**config.mk**
```make
export PLATFORM = sky130hd
export DESIGN_NAME = cheri_err_led_driver
export DESIGN_NICKNAME = d
export VERILOG_FILES = /design/src/rtl/cheri_err_led_pkg.sv /design/src/rtl/cheri_err_led_chan.sv /design/src/rtl/cheri_err_led_driver.sv
export SDC_FILE = /design/constraint.sdc
export NUM_CORES = 1
export LEC_CHECK = 0
export CORE_MARGIN = 2
export CORE_UTILIZATION = 50
export CTS_CLUSTER_SIZE = 24
export DETAILED_ROUTE_END_ITERATION = 10
export DONT_BUFFER_PORTS = 1
export PLACE_DENSITY_LB_ADDON = 0.08
export SYNTH_ARGS = -nofsm -noshare
export SYNTH_HDL_FRONTEND = slang
export SYNTH_SLANG_ARGS = --single-unit
export TNS_END_PERCENT = 10
```
**constraint.sdc**
```tcl
create_clock -name clk_i -period 3.1 [get_ports clk_i]
set_input_delay 0.465 -clock clk_i [delete_from_list [all_inputs] [get_ports clk_i]]
set_output_delay 0.465 -clock clk_i [all_outputs]
set_load 0.05 [all_outputs]
```
**src/rtl/cheri_err_led_pkg.sv**
```systemverilog
// Shared types and cause indices for the CHERI error LED driver.
package cheri_err_led_pkg;

    typedef enum logic [1:0] {
        ChanIdle   = 2'd0,
        ChanBright = 2'd1,
        ChanDim    = 2'd2
    } chan_state_e;

    localparam int unsigned ErrBounds           = 0;
    localparam int unsigned ErrTag              = 1;
    localparam int unsigned ErrSeal             = 2;
    localparam int unsigned ErrPermitEx         = 3;
    localparam int unsigned ErrPermitLd         = 4;
    localparam int unsigned ErrPermitSt         = 5;
    localparam int unsigned ErrPermitStCap      = 6;
    localparam int unsigned ErrPermitStLocalCap = 7;
    localparam int unsigned ErrPermitAccSysRegs = 8;

    // Index of the lowest set bit; 0 when no bit is set. Supports up to 32 causes.
    function automatic int unsigned lowest_set(input logic [31:0] vec);
        int unsigned idx;
        idx = 0;
        for (int i = 31; i >= 0; i--) begin
            if (vec[i]) begin
                idx = i;
            end
        end
        return idx;
    endfunction

endpackage

```
**src/rtl/cheri_err_led_chan.sv**
```systemverilog
// One LED channel: idle / full-brightness hold / dim PWM, retriggered by events.
module cheri_err_led_chan
    import cheri_err_led_pkg::*;
#(
    parameter int unsigned HoldCycles = 19_000_000
) (
    input  logic        clk_i,
    input  logic        rst_ni,
    input  logic        event_i,
    input  logic        clear_i,
    input  logic        pwm_on_i,
    output logic        led_o,
    output chan_state_e state_next_o
);

    localparam int unsigned HoldW = (HoldCycles > 1) ? $clog2(HoldCycles) : 1;
    localparam logic [HoldW-1:0] HoldReload = HoldW'(HoldCycles - 1);

    chan_state_e      state_q, state_d;
    logic [HoldW-1:0] hold_q, hold_d;

    // An event always wins over a coincident clear so no exception goes unseen.
    always_comb begin
        state_d = state_q;
        hold_d  = hold_q;
        if (event_i) begin
            state_d = ChanBright;
            hold_d  = HoldReload;
        end else if (clear_i) begin
            state_d = ChanIdle;
            hold_d  = '0;
        end else begin
            case (state_q)
                ChanBright: begin
                    if (hold_q == '0) begin
                        state_d = ChanDim;
                    end else begin
                        hold_d = hold_q - HoldW'(1);
                    end
                end
                ChanIdle, ChanDim: begin
                    state_d = state_q;
                end
                default: begin
                    state_d = ChanIdle;
                    hold_d  = '0;
                end
            endcase
        end
    end

    always_ff @(posedge clk_i or negedge rst_ni) begin
        if (!rst_ni) begin
            state_q <= ChanIdle;
            hold_q  <= '0;
            led_o   <= 1'b0;
        end else begin
            state_q <= state_d;
            hold_q  <= hold_d;
            case (state_d)
                ChanBright: led_o <= 1'b1;
                ChanDim:    led_o <= pwm_on_i;
                default:    led_o <= 1'b0;
            endcase
        end
    end

    assign state_next_o = state_d;

endmodule

```
**src/rtl/cheri_err_led_driver.sv**
```systemverilog
// CHERI exception LED driver: shared PWM, per-cause channels, first-cause capture.
module cheri_err_led_driver
    import cheri_err_led_pkg::*;
#(
    parameter int unsigned ErrWidth   = 9,
    parameter int unsigned HoldCycles = 19_000_000,
    parameter int unsigned PwmPeriod  = 256,
    parameter int unsigned DimDuty    = 32,
    localparam int unsigned IdxW      = (ErrWidth > 1) ? $clog2(ErrWidth) : 1
) (
    input  logic                clk_i,
    input  logic                rst_ni,
    input  logic [ErrWidth-1:0] err_pulse_i,
    input  logic                clear_i,
    output logic [ErrWidth-1:0] led_o,
    output logic                err_any_o,
    output logic                first_valid_o,
    output logic [IdxW-1:0]     first_idx_o
);

    localparam int unsigned PwmW = $clog2(PwmPeriod);

    logic [PwmW-1:0] pwm_q, pwm_d;
    logic            pwm_on;
    chan_state_e     chan_next [ErrWidth];
    logic            any_next;
    logic            any_event;
    logic [IdxW-1:0] lowest_idx;

    // LEDs are registered from next state, so they compare against the next count.
    assign pwm_d  = (pwm_q == PwmW'(PwmPeriod - 1)) ? '0 : pwm_q + PwmW'(1);
    assign pwm_on = 32'(pwm_d) < DimDuty;

    for (genvar g = 0; g < ErrWidth; g++) begin : g_chan
        cheri_err_led_chan #(
            .HoldCycles(HoldCycles)
        ) u_chan (
            .clk_i       (clk_i),
            .rst_ni      (rst_ni),
            .event_i     (err_pulse_i[g]),
            .clear_i     (clear_i),
            .pwm_on_i    (pwm_on),
            .led_o       (led_o[g]),
            .state_next_o(chan_next[g])
        );
    end

    always_comb begin
        any_next = 1'b0;
        for (int i = 0; i < ErrWidth; i++) begin
            if (chan_next[i] != ChanIdle) begin
                any_next = 1'b1;
            end
        end
    end

    assign any_event  = |err_pulse_i;
    assign lowest_idx = IdxW'(lowest_set(32'(err_pulse_i)));

    always_ff @(posedge clk_i or negedge rst_ni) begin
        if (!rst_ni) begin
            pwm_q         <= '0;
            err_any_o     <= 1'b0;
            first_valid_o <= 1'b0;
            first_idx_o   <= '0;
        end else begin
            pwm_q     <= pwm_d;
            err_any_o <= any_next;
            // A clear with coincident events recaptures from those events.
            if (clear_i) begin
                first_valid_o <= any_event;
                first_idx_o   <= any_event ? lowest_idx : '0;
            end else if (!first_valid_o && any_event) begin
                first_valid_o <= 1'b1;
                first_idx_o   <= lowest_idx;
            end
        end
    end

endmodule

```
# [Yosys cells after proc, flatten, opt, wreduce, memory -nomap -nowiden]
# Cells that the tools add are included.
[word_totals] reg_bits=266 input_bits=12 word_cells=251
[op_classes] add_sub_neg=10 order_cmp=1 n_eq_ne=55 mux=105 n_reduce_logical=49
[op_table] cell="$mux 25" count=27
[op_table] cell="$pmux 25 s2" count=9
[op_table] cell="$logic_not 25->1" count=9
[op_table] cell="$sub 25x1->25 const B" count=9
[op_table] cell="$mux 2" count=27
[op_table] cell="$mux 4" count=12
[op_table] cell="$eq 2x1->1 const B" count=18
[op_table] cell="$eq 2x2->1 const B" count=18
[op_table] cell="$ne 4x4->1 const B" count=9
[op_table] cell="$pmux 2 s2" count=9
[op_table] cell="$ne 3x3->1 const B" count=9
[op_table] cell="$reduce_bool 2->1" count=10
[op_table] cell="$logic_not 2->1" count=9
[op_table] cell="$pmux 1 s2" count=9
[op_table] cell="$reduce_and 2->1" count=9
[op_table] cell="$reduce_or 2->1" count=9
[op_table] cell="$mux 1" count=11
[op_table] cell="$reduce_or 9->1" count=1
[op_table] cell="$add 8x1->8 const B" count=1
[op_table] cell="$eq 8x8->1 const B" count=1
[op_table] cell="$lt 8x6->1 const B" count=1
[op_table] cell="$mux 8" count=1
[op_table] cell="$logic_and 1x1->1" count=1
[op_table] cell="$logic_not 1->1" count=1

# [Depth between registers and ports, before layout]
# Gate-level depths: netlist (run 1).
[depth] word_depth=15 ltp_mapped=11

# [Cells and area by module]
# Synthesis (run 1) repeated with hierarchy kept, for this count alone.
[hier_totals] cells_unflattened=1799 hier_area_um2=15947.8
[by_module_without_submodules] module="cheri_err_led_chan at g_chan[0].u_chan ..." instances=5 cells_per_inst=195 area_per_inst_um2=1710.4
[by_module_without_submodules] module="cheri_err_led_chan at g_chan[5].u_chan ..." instances=4 cells_per_inst=188 area_per_inst_um2=1661.6
[by_module_without_submodules] module="cheri_err_led_driver" instances=1 cells_per_inst=72 area_per_inst_um2=749.5

# [Least setup slack after synthesis (run 1)]
# Ideal clock, no wire load.
[synth_path] kind="register to register" from="register g_chan[4].u_chan.hold_q[0]" to="register err_any_o" setup_ns=0.130 arrival_ns=2.537 required_ns=2.970 path_slack_ns=0.433 path_stages_with_launch=12 path_buffers=0 period_less_slack_ns=2.667 cell_sequence="dfrtp_1 -> inv_1 -> ha_1 -> or4b_2 -> or4_1 -> o21ai_0 -> nand2_1 -> inv_1 -> ha_1 -> nand4_1 -> nor2_1 -> nand4_1"
[synth_lines] element="start, declared" line_no="cheri_err_led_chan.sv:20" source="logic [HoldW-1:0] hold_q, hold_d;"
[synth_lines] element="start signal, assigned" line_no="cheri_err_led_chan.sv:59" source="hold_q <= hold_d;"
[synth_lines] element="end signal, assigned" line_no="cheri_err_led_driver.sv:68" source="err_any_o <= any_next;"
[synth_lines] element="end, declared" line_no="cheri_err_led_driver.sv:16" source="output logic err_any_o,"

# [Worst setup path after layout (run 1)]
[layout_path] from="register g_chan[6].u_chan.hold_q[0]" to="register g_chan[6].u_chan.hold_q[1]"
[layout_via] elab_chain_cells=5 word_cells_on_any_way=8 cone_classes="1 x add/sub; 1 x eq/ne; 4 x mux; 2 x reduce/logical"
[layout_lines] element="start, declared" line_no="cheri_err_led_chan.sv:20"
[layout_lines] element="start signal, assigned" line_no="cheri_err_led_chan.sv:59"
[layout_lines] element="$sub 25x1->25" line_no="cheri_err_led_chan.sv:38" source="hold_d = hold_q - HoldW'(1);"
[layout_lines] element="$mux 25" line_no="cheri_err_led_chan.sv:35" source="if (hold_q == '0) begin"
[layout_lines] element="$pmux 25 s2" line_no="cheri_err_led_chan.sv:33" source="case (state_q)"
[layout_lines] element="$mux 25" line_no="cheri_err_led_chan.sv:29" source="end else if (clear_i) begin"
[layout_lines] element="$mux 25" line_no="cheri_err_led_chan.sv:26" source="if (event_i) begin"
# Several ways; a longest one is shown, not always the timed one. The select of a mux whose other input is x is not followed.
# A chain may end at the register's enable or synchronous reset.

==> summary.md, run 1 <==
| Metric | Value |
|---|---|
| Top FF cell, synth | `dfrtp_1` |
| Overall power | `approximately 8.6 mW` |
| EDFF count, synth | `0` |
| Synth top area cells | `dfrtp_1 40%, a21oi_1 4.0%, nor2_1 3.8%` |
| DR WL/cell | `18.9 µm` |
| CTS clk-pin slew, worst paths | `approximately 0.060 ns` |
| DR DRC count | `0` |
| Die ar. | `0.0348 mm²` |
| Slowest CP cell | `or4b_2` |
| Fraction of registers with async set/reset | `100%` |
| Status | `complete, but fails checks` |
| CP cell instances | `inv_1 -> ha_1 -> or4b_2 -> or3_1 -> o31ai_4 -> a21o_1 -> a2bb2oi_1` |
| Crit end category | `register` |
| Vias post-DR | `15,500` |
| Mean post-synth cell area | `8.69 µm²` |
| Gate Count Post-Synth | `roughly 1,900` |
| Routability Congestion | `0.900` |
| #FFs+latches synth | `roughly 270` |
| Part of the Yosys area used for sequential elements | `39.9%` |
| Peak Freq | `around 0.34 GHz` |
| Post-route clock period utilization | `93.9%` |
| I/O Buffers | `0` |
| TritonCTS clock tree | `built` |
| Final Non-Filler Cells | `2,377` |
| Reg2reg setup slack | `0.19 ns` |
| Cell Area, Synth | `0.0167 mm²` |
| I/O Pins | `27` |
| Failing checks | `negative hold slack` |
| Dpl cells | `roughly 2,300` |
| CTS H-tree lvls | `1` |
| Die height | `187 µm` |
| Setup Skew | `0.0109 ns` |
| Pwr dens | `471 mW/mm²` |
| DIE WIDTH | `187 µm` |
| Hold Path Class | `primary input to async pin` |
| Core area | `0.0327 mm²` |
| GRT Overall Usage | `25.4%` |
| Cell area after layout | `0.0183 mm²` |
| HPWL after DPL | `29.6 mm` |
| Layout cells sized above 1 | `8.73%` |
| Cell taking the most area after synthesis | `dfrtp_1` |
| Layout Area Growth over Synthesis | `9.87%` |
| Largest vdd supply drop | `0.000466 V` |
| Setup TNS | `0 ns` |
| First-pass GRT wire length | `between 70 and 80 mm` |
| Post-synth net total | `1,975` |
| Cell Area, Placed | `0.0172 mm²` |
| Arrival time at the worst endpoint | `about 3.4 ns` |
| Place WS | `0.222 ns` |
| RSZ-0062 raised after global routing | `false` |
| Pins over their slew limit | `0` |
| Most common cell in the netlist | `dfrtp_1` |
| Leak pwr | `7.14 nW` |
| Final ANT Viol Nets | `0` |
| Max_slew headroom | `42.4%` |
| Netlist cell types | `78` |
| Vias per cell | `6.52` |
| Row cnt | `66` |
| Worst-Skew Late Latency | `0.56 ns` |
| Nets | `1,968` |
| Root buf cell | `clkbuf_16` |
| Crit Path Max Fanout | `10` |
| Buffer depth of the longest clock path | `3` |
| CTS sink cnt | `266` |
| Diode count | `0` |
| Worst Tran Pin Value | `0.861 ns` |
| Hold slack | `-0.400 ns` |
| Startpoint Class | `register` |
| Final hold violations | `266` |
| Yosys Warn Count | `0` |
| Max incr delay on CP | `0.66 ns` |
| Filler cells | `2,998` |
| Top cells by count, synth | `266 x dfrtp_1, 167 x nor2_1, 132 x a21oi_1` |
| Cts bufs inserted | `31` |
| Endpoints failing setup | `0` |
| Antenna violations before repair | `0` |
| Initial core utilization | `51.0%` |
| Critical Path RT | `between 3 and 4 ns` |
| Crit Path Category | `register to register` |
| Post-layout util | `a little under three fifths` |
| Max_cap viols | `0` |
| Vias in the first global route | `14,700` |
| Synth top area share | `39.9%` |
| Post-cts hold buffer count | `7` |
| Largest net degree at the start of global routing | `267` |
| DR pass1 iterations | `5` |
| Setup ws final | `0.189 ns` |
| Drt total wl | `44.9 mm` |
| Initial drt markers | `1,338` |
| Grt total ovfl | `0` |
| Fin crit period | `2.91 ns` |
critical path, delay by kind of cell (launching register included):
kind	cells	cell delay [ns]
simple gates	2	1.06
compound gates	3	1.05
flops	1	0.39
fa+ha+maj	1	0.23
buf+inv	1	0.10
cells in the final DEF (no fill, tap or decap), types with 13 or more instances in the layout:
| cell | instances |
|---|---|
| o2111ai_1 | 13 |
| a31oi_1 | 61 |
| and3_1 | 24 |
| nor4_1 | 58 |
| dfrtp_1 | 266 |
| nand2b_1 | 30 |
| inv_1 | 54 |
| o211ai_1 | 24 |
| a221o_1 | 20 |
| or3_1 | 51 |
| buf_4 | 66 |
| ha_1 | 43 |
| o21a_1 | 20 |
| mux2i_1 | 25 |
| o22ai_1 | 35 |
| nor2_1 | 167 |
| nand3_1 | 55 |
| nor2b_1 | 15 |
| or4_1 | 51 |
| nand2_1 | 128 |
| clkbuf_16 | 31 |
| or2_2 | 23 |
| o31ai_1 | 26 |
| nor3_1 | 106 |
| o2bb2ai_1 | 27 |
| nand4_1 | 30 |
| o21ai_0 | 104 |
| a21oi_1 | 132 |
final cells by class:
cell class / instances / area (µm²) / area share [%]
multi-input combinational: 1487 / 9340 / 51.0
sequential: 266 / 6660 / 36.3
clock buffer: 45 / 878 / 4.79
timing repair buffer: 73 / 566 / 3.09
tap: 442 / 553 / 3.02
inverter: 54 / 203 / 1.11
clock inverter: 10 / 130 / 0.710
final timing paths:
| path | startpoint | end | cells past startpoint |
|---|---|---|---|
| worst min-delay path | rst_ni | g_chan[8].u_chan.hold_q[13] | 0 |
| max in group asynchronous | rst_ni | g_chan[6].u_chan.hold_q[10] | 0 |
| worst max-delay path | g_chan[6].u_chan.hold_q[0] | g_chan[6].u_chan.hold_q[1] | 7 |
| worst min register to register | g_chan[0].u_chan.hold_q[13] | g_chan[0].u_chan.hold_q[13] | 1 |
| min in group clk_i | err_pulse_i[8] | g_chan[8].u_chan.hold_q[16] | 1 |
| worst max register to register | g_chan[6].u_chan.hold_q[0] | g_chan[6].u_chan.hold_q[1] | 7 |
routing by layer:
metal,track usage (%),share of wire [%],up-vias
met3,2.93,4.8,91
met1,36.6,47,7557
li1,-,-,7383
met4,8.42,3.0,0
met5,0,0,-
met2,40.0,45,460
registers in the layout, indices dropped and copies added (netlist names):
name                   flops
pwm_q                      8
g_chan.u_chan.led_o        9
first_idx_o                4
g_chan.u_chan.hold_q     225
g_chan.u_chan.state_q     18
err_any_o                  1
first_valid_o              1
repair_timing:
action,CTS,global route
endpoints found under the hold margin,288,266
setup endpoints to repair,0,1
gates resized for setup,0,1
setup buffers,0,0
where the power goes:
part           internal [mW]  total, mW  switching, mW  leakage, nW
registers               3.67       3.95          0.288         3.26
logic                  0.406       1.01          0.607         3.39
clock network           2.19       3.67           1.48        0.491
total                   6.27       8.64           2.37         7.14
cell families (layout without fill, tap and decap cells):
family / Yosys count / after routing / share of synthesized area (%)
adder cells (fa/ha/maj): 43 / 43 / 3.23
AO/OA/AOI/OAI: 596 / 596 / 24.4
XOR/XNOR: 10 / 10 / 0.525
AND/OR/NAND/NOR: 808 / 808 / 25.9
flip-flops: 266 / 266 / 39.9
buffers and inverters: 167 / 182 / 4.16
multiplexers: 30 / 30 / 1.84
No activity file was read; power rests on OpenSTA's default activity.
==> inputs of run 2 (changes only) <==
- clock period: 3.1 -> 3.3 ns (I/O delays scaled with it)
==> run 2 against run 1 <==
Die area is the same. Sequential power is 5.8% lower. Wire length decreased by 1.4%. Largest cell class unchanged. Count of clock-buffer cells in the layout fell by 5. Power down 5.3%. Non-clock buffer count down 19. Largest power group unchanged. Global-route usage is 0.13 points lower. Critical path type unchanged. The flow still finishes with violations (negative hold slack). Combinational power down 8%.
==> summary.md, run 2 (same netlist as run 1, synthesis figures left out) <==
| Metric | Value |
|---|---|
| Post-cts hold buffer count | `1` |
| Switching pwr | `2.21 mW` |
| Drt total wl | `44.3 mm` |
| Worst-Skew Late Latency | `0.57 ns` |
| Most frequent cells in the layout | `266 x dfrtp_1, 167 x nor2_1, 132 x a21oi_1, 128 x nand2_1, 106 x nor3_1` |
| Hold slack | `-0.377 ns` |
| Status | `complete, but fails checks` |
| Max incr delay on CP | `approximately 0.62 ns` |
| Post-CTS Resized | `0` |
| RSZ-0062 raised after global routing | `false` |
| Number of flip-flops in the largest register | `~230` |
| Layout cells sized above 1 | `8.15%` |
| GRT Overall Usage | `between 20% and 30%` |
| Largest net degree at the start of global routing | `about 270` |
| Critical Path RT | `3.74 ns` |
| CTS clk-pin slew, worst paths | `0.06 ns` |
| Startpoint Class | `register` |
| Crit Path Max Fanout | `6` |
| Core area | `0.0327 mm²` |
| Initial drt markers | `~1,400` |
| Peak Freq | `0.330 GHz` |
| Max_cap viols | `0` |
| CTS H-tree lvls | `1` |
| Top Layer Used | `met4` |
| Cell area after layout | `0.0182 mm²` |
| Flop pwr share | `between 40% and 50%` |
| CP cell instances | `inv_1 -> ha_1 -> or4b_2 -> or4_1 -> o21ai_0 -> nand2_1 -> inv_1 -> ha_1 -> nand4_1 -> nor2_1 -> nand4_1` |
| Largest Register | `g_chan.u_chan.hold_q` |
| Post-route clock period utilization | `91.8%` |
| Routability Congestion | `0.884` |
| Vias per cell | `around 6.5` |
| Die ar. | `0.0348 mm²` |
| Crit end category | `register` |
| Buf/Inv on CP | `2` |
| Antenna violations before repair | `0` |
| Pins over their slew limit | `0` |
| Worst Tran Pin Value | `0.866 ns` |
| Largest vdd supply drop | `0.000430 V` |
| Root buf cell | `clkbuf_16` |
| Met1 Routed Length | `about 21 mm` |
| Design internal power | `5.97 mW` |
| Logic pwr share | `approximately 11%` |
| Post-layout util | `between 50% and 60%` |
| First-pass GRT wire length | `roughly 75 mm` |
| Slowest CP cell | `or4b_2` |
| Max_slew headroom | `42.1%` |
| WL met3 | `2.07 mm` |
| Endpoints failing setup | `0` |
| Vias post-DR | `15,400` |
| Layout Area Growth over Synthesis | `9.02%` |
| Arrival time at the worst endpoint | `3.47 ns` |
| CTS sink cnt | `266` |
| Vias in the first global route | `14,600` |
| Row cnt | `66` |
| Cell Area, Placed | `approximately 0.017 mm²` |
| DR WL/cell | `between 15 and 20 µm` |
| Grt total ovfl | `0` |
| DR DRC count | `0` |
| Switch share | `27.0%` |
| Crit Path Category | `register to register` |
| Cts bufs inserted | `31` |
| HPWL after DPL | `between 20 and 30 mm` |
| Regs by FF count | `g_chan.u_chan.hold_q (225), g_chan.u_chan.state_q (18), g_chan.u_chan.led_o (9)` |
| Buffer depth of the longest clock path | `3` |
| Setup Skew | `0.0119 ns` |
| Clk pwr share | `a little over two fifths` |
| DIE WIDTH | `187 µm` |
| Pwr dens | `450 mW/mm²` |
| Setup TNS | `0 ns` |
| Final ANT Viol Nets | `0` |
| Failing checks | `negative hold slack` |
| Final hold violations | `~270` |
| Leak pwr | `between 7 and 8 nW` |
| Die height | `187 µm` |
| Initial core utilization | `51.0%` |
| TritonCTS clock tree | `built` |
| Most common cell after layout, fill and taps aside | `dfrtp_1` |
| Diode count | `0` |
| Largest delay share family, worst path | `simple AND/OR/NAND/NOR gates` |
| Metal2 WL | `19.9 mm` |
| Hold Path Class | `primary input to async pin` |
| Fin crit period | `3.03 ns` |
| I/O Buffers | `0` |
| DR pass1 iterations | `7` |
| I/O Pins | `27` |
| Nets | `1,949` |
| Setup bufs post-CTS | `0` |
run 2: cell types whose count changed in the layout (fill, tap and decap cells not counted):
cell,delta
dlygate4sd3_1,-6
nor4_1,+1
bufinv_16,+2
clkinv_2,+3
clkbuf_8,-2
clkinvlp_4,-2
clkbuf_1,-3
buf_4,-13
nor4_2,-1
run 2: layout make-up:
class | count | area [µm²]
Fill cell | 2983 | 14500
Inverter | 54 | 203
Timing Repair Buffer | 54 | 408
Clock buffer | 40 | 840
Tap cell | 442 | 553
Sequential cell | 266 | 6660
Clock inverter | 13 | 190
Multi-Input combinational cell | 1487 | 9330
run 2: power by group through the flow:
stage,Clock [mW],Combinational [mW],Sequential [mW]
global placement,0,0.894,3.76
finish,3.53,0.930,3.72
CTS,3.61,0.920,3.71
global route,3.75,1.04,3.75
detailed placement,0,0.915,3.76
floorplan,0,0.794,3.65
run 2: routing by layer:
layer / GRT usage (%) / vias up
li1: - / 7353
met1: 36.8 / 7584
met2: 39.3 / 407
met3: 3.48 / 68
met4: 7.48 / 0
met5: 0 / -
run 2: path summary, 6_finish.rpt:
check                                            start  slack, ns                          end  cells after the start
max reg2reg                 g_chan[4].u_chan.hold_q[0]       0.27                    err_any_o                     11
max in group asynchronous                       rst_ni       3.21  g_chan[2].u_chan.hold_q[17]                      0
min reg2reg                g_chan[6].u_chan.hold_q[23]       0.48  g_chan[6].u_chan.hold_q[23]                      1
max                         g_chan[4].u_chan.hold_q[0]       0.27                    err_any_o                     11
min in group clk_i                      err_pulse_i[8]       0.03   g_chan[8].u_chan.hold_q[7]                      1
min                                             rst_ni      -0.38  g_chan[8].u_chan.hold_q[10]                      0
run 2: per-stage QoR:
step | total power [mW] | instances | setup WS, ns
2_1_floorplan | 4.45 | 1920 | 0.633
3_3_place_gp | 4.65 | 2302 | 0.387
3_5_place_dp | 4.68 | 2302 | 0.299
4_1_cts | 8.24 | 2356 | 0.290
5_1_grt | 8.54 | 2356 | 0.0357
6_report | 8.18 | 2356 | 0.272
run 2: worst register-to-register path: stages, from the launching register on:
cell and delay, ns:
dfrtp_1 0.42, inv_1 0.10, ha_1 0.13, or4b_2 0.62
or4_1 0.53, o21ai_0 0.40, nand2_1 0.17, inv_1 0.11
ha_1 0.15, nand4_1 0.08, nor2_1 0.10, nand4_1 0.09
